<file path="src/rtl/sha256_pkg.sv">
// Shared types and constants for the SHA-256 message sequencer and its helpers.
package sha256_pkg;

  typedef logic [31:0] word_t;

  localparam word_t IV_H0 = 32'h6A09E667;
  localparam word_t IV_H1 = 32'hBB67AE85;
  localparam word_t IV_H2 = 32'h3C6EF372;
  localparam word_t IV_H3 = 32'hA54FF53A;
  localparam word_t IV_H4 = 32'h510E527F;
  localparam word_t IV_H5 = 32'h9B05688C;
  localparam word_t IV_H6 = 32'h1F83D9AB;
  localparam word_t IV_H7 = 32'h5BE0CD19;

  // H0 occupies the top word, matching the core and digest bus layout.
  localparam logic [255:0] SHA256_IV = {IV_H0, IV_H1, IV_H2, IV_H3,
                                        IV_H4, IV_H5, IV_H6, IV_H7};

  typedef enum logic [2:0] {
    IDLE,
    START,
    WAIT,
    ACCUM,
    DONE
  } seq_state_e;

endpackage

</file>
<file path="src/rtl/sha256_digest_add.sv">
// Feed-forward adder: eight independent 32-bit modular sums, no carry between words.
module sha256_digest_add
  import sha256_pkg::*;
(
  input  logic [255:0] h_in,
  input  logic [255:0] res_in,
  output logic [255:0] h_out
);

  for (genvar i = 0; i < 8; i++) begin : g_word
    word_t h_w;
    word_t r_w;
    assign h_w = h_in[i*32 +: 32];
    assign r_w = res_in[i*32 +: 32];
    assign h_out[i*32 +: 32] = h_w + r_w;
  end

endmodule

</file>
<file path="src/rtl/sha256_msg_sequencer.sv">
// Drives the SHA-256 compression core chunk by chunk and accumulates the running hash.
// state | meaning
// IDLE  | ready for a chunk; latches chunk, last flag and current H on handshake
// START | one-cycle launch pulse to the core; arms the response timer
// WAIT  | waiting for core_done; aborts the message on timer expiry
// ACCUM | adds the core result into H; bumps the chunk counter
// DONE  | holds the final digest until the consumer takes it
module sha256_msg_sequencer
  import sha256_pkg::*;
#(
  parameter int CNT_W          = 16,
  parameter int TIMEOUT_CYCLES = 128
) (
  input  logic             clk,
  input  logic             reset_n,
  input  logic             in_valid,
  output logic             in_ready,
  input  logic [511:0]     in_chunk,
  input  logic             in_last,
  output logic             core_valid,
  output logic [511:0]     core_chunk,
  output logic [255:0]     core_hash_in,
  input  logic             core_done,
  input  logic [255:0]     core_hash_out,
  output logic [255:0]     digest,
  output logic             digest_valid,
  input  logic             digest_ready,
  output logic [CNT_W-1:0] chunk_count,
  output logic             timeout_err
);

  localparam int TMR_W = (TIMEOUT_CYCLES > 2) ? $clog2(TIMEOUT_CYCLES) : 1;
  // Down-counter expires on the last WAIT cycle, so the error flag lands
  // exactly TIMEOUT_CYCLES cycles after the launch pulse.
  localparam logic [TMR_W-1:0] TMR_LOAD = TMR_W'(TIMEOUT_CYCLES - 2);

  seq_state_e       state_q, state_d;
  logic             active_q;
  logic [255:0]     h_q, h_d;
  logic [255:0]     res_q, res_d;
  logic             last_q, last_d;
  logic [TMR_W-1:0] tmr_q, tmr_d;
  logic [CNT_W-1:0] cnt_q, cnt_d;
  logic             tout_q, tout_d;
  logic [255:0]     digest_q, digest_d;
  logic [511:0]     chunk_q, chunk_d;
  logic [255:0]     hin_q, hin_d;
  logic [255:0]     h_sum;

  sha256_digest_add u_add (
    .h_in   (h_q),
    .res_in (res_q),
    .h_out  (h_sum)
  );

  assign in_ready     = active_q && (state_q == IDLE);
  assign core_valid   = (state_q == START);
  assign digest_valid = (state_q == DONE);
  assign core_chunk   = chunk_q;
  assign core_hash_in = hin_q;
  assign digest       = digest_q;
  assign chunk_count  = cnt_q;
  assign timeout_err  = tout_q;

  always_comb begin
    state_d  = state_q;
    h_d      = h_q;
    res_d    = res_q;
    last_d   = last_q;
    tmr_d    = tmr_q;
    cnt_d    = cnt_q;
    tout_d   = tout_q;
    digest_d = digest_q;
    chunk_d  = chunk_q;
    hin_d    = hin_q;
    unique case (state_q)
      IDLE: begin
        if (in_valid && in_ready) begin
          chunk_d = in_chunk;
          last_d  = in_last;
          hin_d   = h_q;
          state_d = START;
        end
      end
      START: begin
        tmr_d   = TMR_LOAD;
        state_d = WAIT;
      end
      WAIT: begin
        if (core_done) begin
          res_d   = core_hash_out;
          state_d = ACCUM;
        end else if (tmr_q == '0) begin
          tout_d  = 1'b1;
          h_d     = SHA256_IV;
          cnt_d   = '0;
          state_d = IDLE;
        end else begin
          tmr_d = tmr_q - TMR_W'(1);
        end
      end
      ACCUM: begin
        h_d = h_sum;
        if (cnt_q != '1) cnt_d = cnt_q + CNT_W'(1);
        if (last_q) begin
          digest_d = h_sum;
          state_d  = DONE;
        end else begin
          state_d = IDLE;
        end
      end
      DONE: begin
        if (digest_ready) begin
          h_d     = SHA256_IV;
          cnt_d   = '0;
          state_d = IDLE;
        end
      end
      default: state_d = IDLE;
    endcase
  end

  always_ff @(posedge clk or negedge reset_n) begin
    if (!reset_n) begin
      state_q  <= IDLE;
      active_q <= 1'b0;
      h_q      <= SHA256_IV;
      res_q    <= '0;
      last_q   <= 1'b0;
      tmr_q    <= '0;
      cnt_q    <= '0;
      tout_q   <= 1'b0;
      digest_q <= '0;
      chunk_q  <= '0;
      hin_q    <= '0;
    end else begin
      state_q  <= state_d;
      active_q <= 1'b1;
      h_q      <= h_d;
      res_q    <= res_d;
      last_q   <= last_d;
      tmr_q    <= tmr_d;
      cnt_q    <= cnt_d;
      tout_q   <= tout_d;
      digest_q <= digest_d;
      chunk_q  <= chunk_d;
      hin_q    <= hin_d;
    end
  end

endmodule

</file>
<file path="config.mk">
export PLATFORM = sky130hd
export DESIGN_NAME = sha256_msg_sequencer
export DESIGN_NICKNAME = d
export VERILOG_FILES = /design/src/rtl/sha256_pkg.sv /design/src/rtl/sha256_digest_add.sv /design/src/rtl/sha256_msg_sequencer.sv
export SDC_FILE = /design/constraint.sdc
export NUM_CORES = 2
export LEC_CHECK = 0
export BUFFER_PORTS_ARGS = -buffer_cell sky130_fd_sc_hd__buf_4
export CORE_AREA = 2 2 716 718
export CTS_BUF_LIST = sky130_fd_sc_hd__clkbuf_16
export DETAILED_ROUTE_END_ITERATION = 6
export DIE_AREA = 0 0 718 720
export PLACE_DENSITY_LB_ADDON = 0.05
export SETUP_SLACK_MARGIN = 0.3
export SYNTH_ARGS = -nofsm -noshare
export SYNTH_HDL_FRONTEND = slang
export SYNTH_HIERARCHICAL = 1
export SYNTH_SLANG_ARGS = --single-unit
</file>
<file path="constraint.sdc">
create_clock -name clk -period 6.25 [get_ports clk]
set_input_delay 0.3125 -clock clk [delete_from_list [all_inputs] [get_ports clk]]
set_output_delay 0.3125 -clock clk [all_outputs]
set_load 0.01 [all_outputs]
</file>
==> metrics.md <==
| Metric | Value |
|---|---|
| Synth Register Bits | 1565 |
| Peak supply drop | 0.253 mV |
| Largest net degree at the start of global routing | 181 |
| Max cap viols | 0 |
| Share of flip-flops with an asynchronous set or reset | 1.00 |
| Critical path startpoint | h_q[96] |
| Met2 wire len | 242000 um |
| Post-Syn Instances | 7477 |
| CTS max path bufs | 4 |
| Worst r2r src | h_q[96] |
| Crit Path Max Fanout | 4 |
| IO buf count | 1817 |
| Minimum clock period | 3.90 ns |
| Routed wl met3 | 24100 um |
| Mapped Nets | 8509 |
| Starting Density | 0.141 |
| RSZ-0062 raised after global routing | no |
| Die X | 718 um |
| Leak pwr | 53.4 nW |
| Post-route ant nets | 0 |
| Num CTS Buffers | 224 |
| Area leader, netlist | dfrtp_1 |
| Area grow syn2layout | 50.7% |
| Startpoint types | flip-flop |
| Yosys warning count | 6 |
| Slew at the pin with the worst max-slew slack | 1.16 ns |
| Post-CTS Setup Bufs | 0 |
| CP max stage delay | 0.65 ns |
| Util after Layout | 0.212 |
| CP Capture Type | flip-flop |
| Worst-skew pair later-pin latency | 0.94 ns |
| Power per cell area | 578 nW/um^2 |
| Top Layer Used | met5 |
| Cell Chain, Critical Path | ha_1 > fa_1 > a211oi_1 > nor2_1 > o2111ai_1 > a21boi_0 > o21ai_0 > a2111oi_0 > o221ai_1 > xnor2_1 > mux2_1 |
| Total grt overflow | 0 |
| FILL cells | 56300 |
| Status | complete, no violations |
| Clk_skew | 0.0463 ns |
| Final HPWL DP | 347000 um |
| Core area | 508000 um^2 |
| Clk root buf | clkbuf_16 |
| Wl on met1 | 167000 um |
| Register area share after synthesis | 0.549 |
| EDFF count, synth | 0 |
| Final Cycle Share | 0.624 |
| CTS tree | yes |
| Final Hold Violating Endpoints | 0 |
| CP top delay family | compound AO/OA/AOI/OAI gates |
| Slew Limit Fails | 0 |
| I/O Pins | 1818 |
| Critical path class | flip-flop to flip-flop |
| Slew headroom | 0.228 |
| Arrival time at the worst endpoint | 4.71 ns |
| Setup tns final | 0 ns |
| Clock slew at reported path FFs | 0.06 ns |
| Worst Setup EP | digest[120] |
| First-pass GRT wire length | 612000 um |
| Routability cong. | 0.884 |
| Syn Std Cell Area | 71600 um^2 |
| DIE AREA | 517000 um^2 |
| Initial antenna violation count | 255 |
| CTS sink cnt | 1565 |
| CP Buf/Inv Count | 0 |
| All-Layer GR Usage | 0.168 |
| Setup-failing EPs final | 0 |
| Class of the worst hold path | primary input to flip-flop |
| R2r worst-path depth | 11 |
| Vias in the first global route | 69600 |
| Setup slack, reg-to-reg | 2.35 ns |
| DIE HEIGHT | 720 um |
| Synth area leaders | dfrtp_1 50%, nand2_1 17%, dfstp_2 5.0% |
| Synth top area share | 0.499 |
| Synth Area per Inst | 9.58 um^2 |
| CP required | 7.05 ns |
| Layout net count | 11100 |
| Critical path depth | 11 |
| Post-CTS Hold Fix Bufs | 787 |
| Synth cell types | 98 |
| Rows | 262 |
| Vias/cell | 3.84 |
| DRT iter0 DRCs | 2999 |
| Layout cells sized above 1 | 0.236 |
| Final WL | 448000 um |
| Slowest-stage cell, CP | a2111oi_0 |
| DR WL/cell | 26.4 um |
| Fmax achieved | 256 MHz |
| Critical R2R Capture | digest[120] |
| H-Tree Depth | 4 |
| Post-cts gate resize count | 0 |
| DRC viols | 0 |
| Via Count | 65300 |
| 1st-pass router iterations | 7 |
| Top FF cell, synth | dfrtp_1 |
==> sequential cells by signal (all words and copies together), names as in the netlist <==
signal,cells
core_chunk,512
core_hash_in,256
digest,256
h_q,256
res_q,256
chunk_count,16
tmr_q,7
state_q,3
active_q,1
last_q,1
timeout_err,1
==> routing by layer <==
layer / global-route usage / vias to the layer above
met1: 0.180 / 32500
met4: 0.0427 / 18
li1: - / 30100
met3: 0.0393 / 810
met5: 0 / -
met2: 0.326 / 1835
==> worst register-to-register path: stages, from the launching register on <==
cell and delay (ns):
dfstp_2 0.54, ha_1 0.21, fa_1 0.26, a211oi_1 0.13, nor2_1 0.37, o2111ai_1 0.39
a21boi_0 0.34, o21ai_0 0.15, a2111oi_0 0.65, o221ai_1 0.27, xnor2_1 0.20, mux2_1 0.30
==> metrics by stage <==
stage | total power [W] | area, um^2 | setup WS, ns | hold WS [ns] | instances
after CTS | 0.0642 | 108000 | 2.32 | 0.000777 | 16900
final | 0.0624 | 108000 | 2.35 | 0.123 | 17000
after detailed placement | 0.0503 | 92900 | 2.34 | 0.283 | 15700
after global placement | 0.0504 | 92900 | 2.37 | 0.287 | 15700
after floorplan | 0.0344 | 71600 | 3.21 | 0.0169 | 7477
after global routing | 0.0673 | 108000 | 2.05 | 0.0385 | 17000
==> worst min path at each step <==
| stage | cells after the start | endpoint | startpoint |
|---|---|---|---|
| floorplan | 0 | active_q | reset_n |
| global placement | 1 | digest[229] | reset_n |
| detailed placement | 1 | digest[229] | reset_n |
| CTS | 4 | core_chunk[165] | in_chunk[165] |
| global route | 4 | core_chunk[490] | in_chunk[490] |
| finish | 4 | core_chunk[504] | in_chunk[504] |
==> cell usage after synthesis, types with 61 or more instances <==
library cell,n
nand2_1,3263
o21ai_0,151
a21o_1,123
inv_1,61
dfrtp_1,1429
clkbuf_1,190
dfstp_2,136
ha_1,250
o22a_1,136
xor2_1,95
buf_2,130
mux2_1,230
nor2_1,146
a21oi_1,241
a22o_1,120
xnor2_1,127
==> layout by cell type, fill, tap and decap left out, types with 26 or more instances in the layout <==
cell / synthesis / layout
diode_2: 0 / 50
a211oi_1: 27 / 27
xor2_1: 95 / 95
a21o_1: 123 / 123
a21oi_1: 241 / 241
o21bai_1: 36 / 36
inv_1: 61 / 135
nor3_1: 36 / 36
clkinv_1: 0 / 48
nand4_1: 33 / 33
mux2_1: 230 / 230
o22a_1: 136 / 136
buf_12: 0 / 28
and3_1: 26 / 26
xnor2_1: 127 / 127
ha_1: 250 / 250
nor2_1: 146 / 145
o21ai_0: 151 / 151
o21a_1: 27 / 27
dfrtp_1: 1429 / 1429
buf_4: 19 / 1874
clkinv_2: 0 / 41
clkbuf_16: 0 / 229
dfstp_2: 136 / 136
dlygate4sd3_1: 0 / 786
nand2_1: 3263 / 3260
a31oi_1: 41 / 41
nand3_1: 60 / 60
a22o_1: 120 / 120
mux2_2: 28 / 28
==> cell type report <==
class,instances,area [um^2],area share
Clock inverter,187,1210,0.0112
Timing Repair Buffer,2690,22600,0.209
Inverter,61,229,0.00212
Antenna cell,50,125,0.00116
Sequential cell,1565,39300,0.365
Multi-Input combinational cell,5483,30300,0.281
Clock buffer,229,5730,0.0531
Tap cell,6732,8420,0.0781
==> kinds of logic (layout without fill, tap and decap cells) <==
group	count (synthesis)	after routing	share of synthesized area
buf+inv	429	3167	0.0284
simple gates	3676	3676	0.202
xor+xnor	222	222	0.0272
fa+ha+maj	258	258	0.0459
mux	260	260	0.0409
flops	1565	1565	0.549
compound gates	1066	1066	0.106
other cells	1	51	0.0000524
==> report_power, final <==
| group | switching [W] | total, W | internal (W) | leakage [nW] |
|---|---|---|---|---|
| registers | 0.00355 | 0.0187 | 0.0151 | 19.4 |
| logic | 0.0189 | 0.0311 | 0.0122 | 30.3 |
| clock network | 0.00547 | 0.0126 | 0.00711 | 3.69 |
| total | 0.0280 | 0.0624 | 0.0344 | 53.4 |
Power figures use the tool's default switching activity.
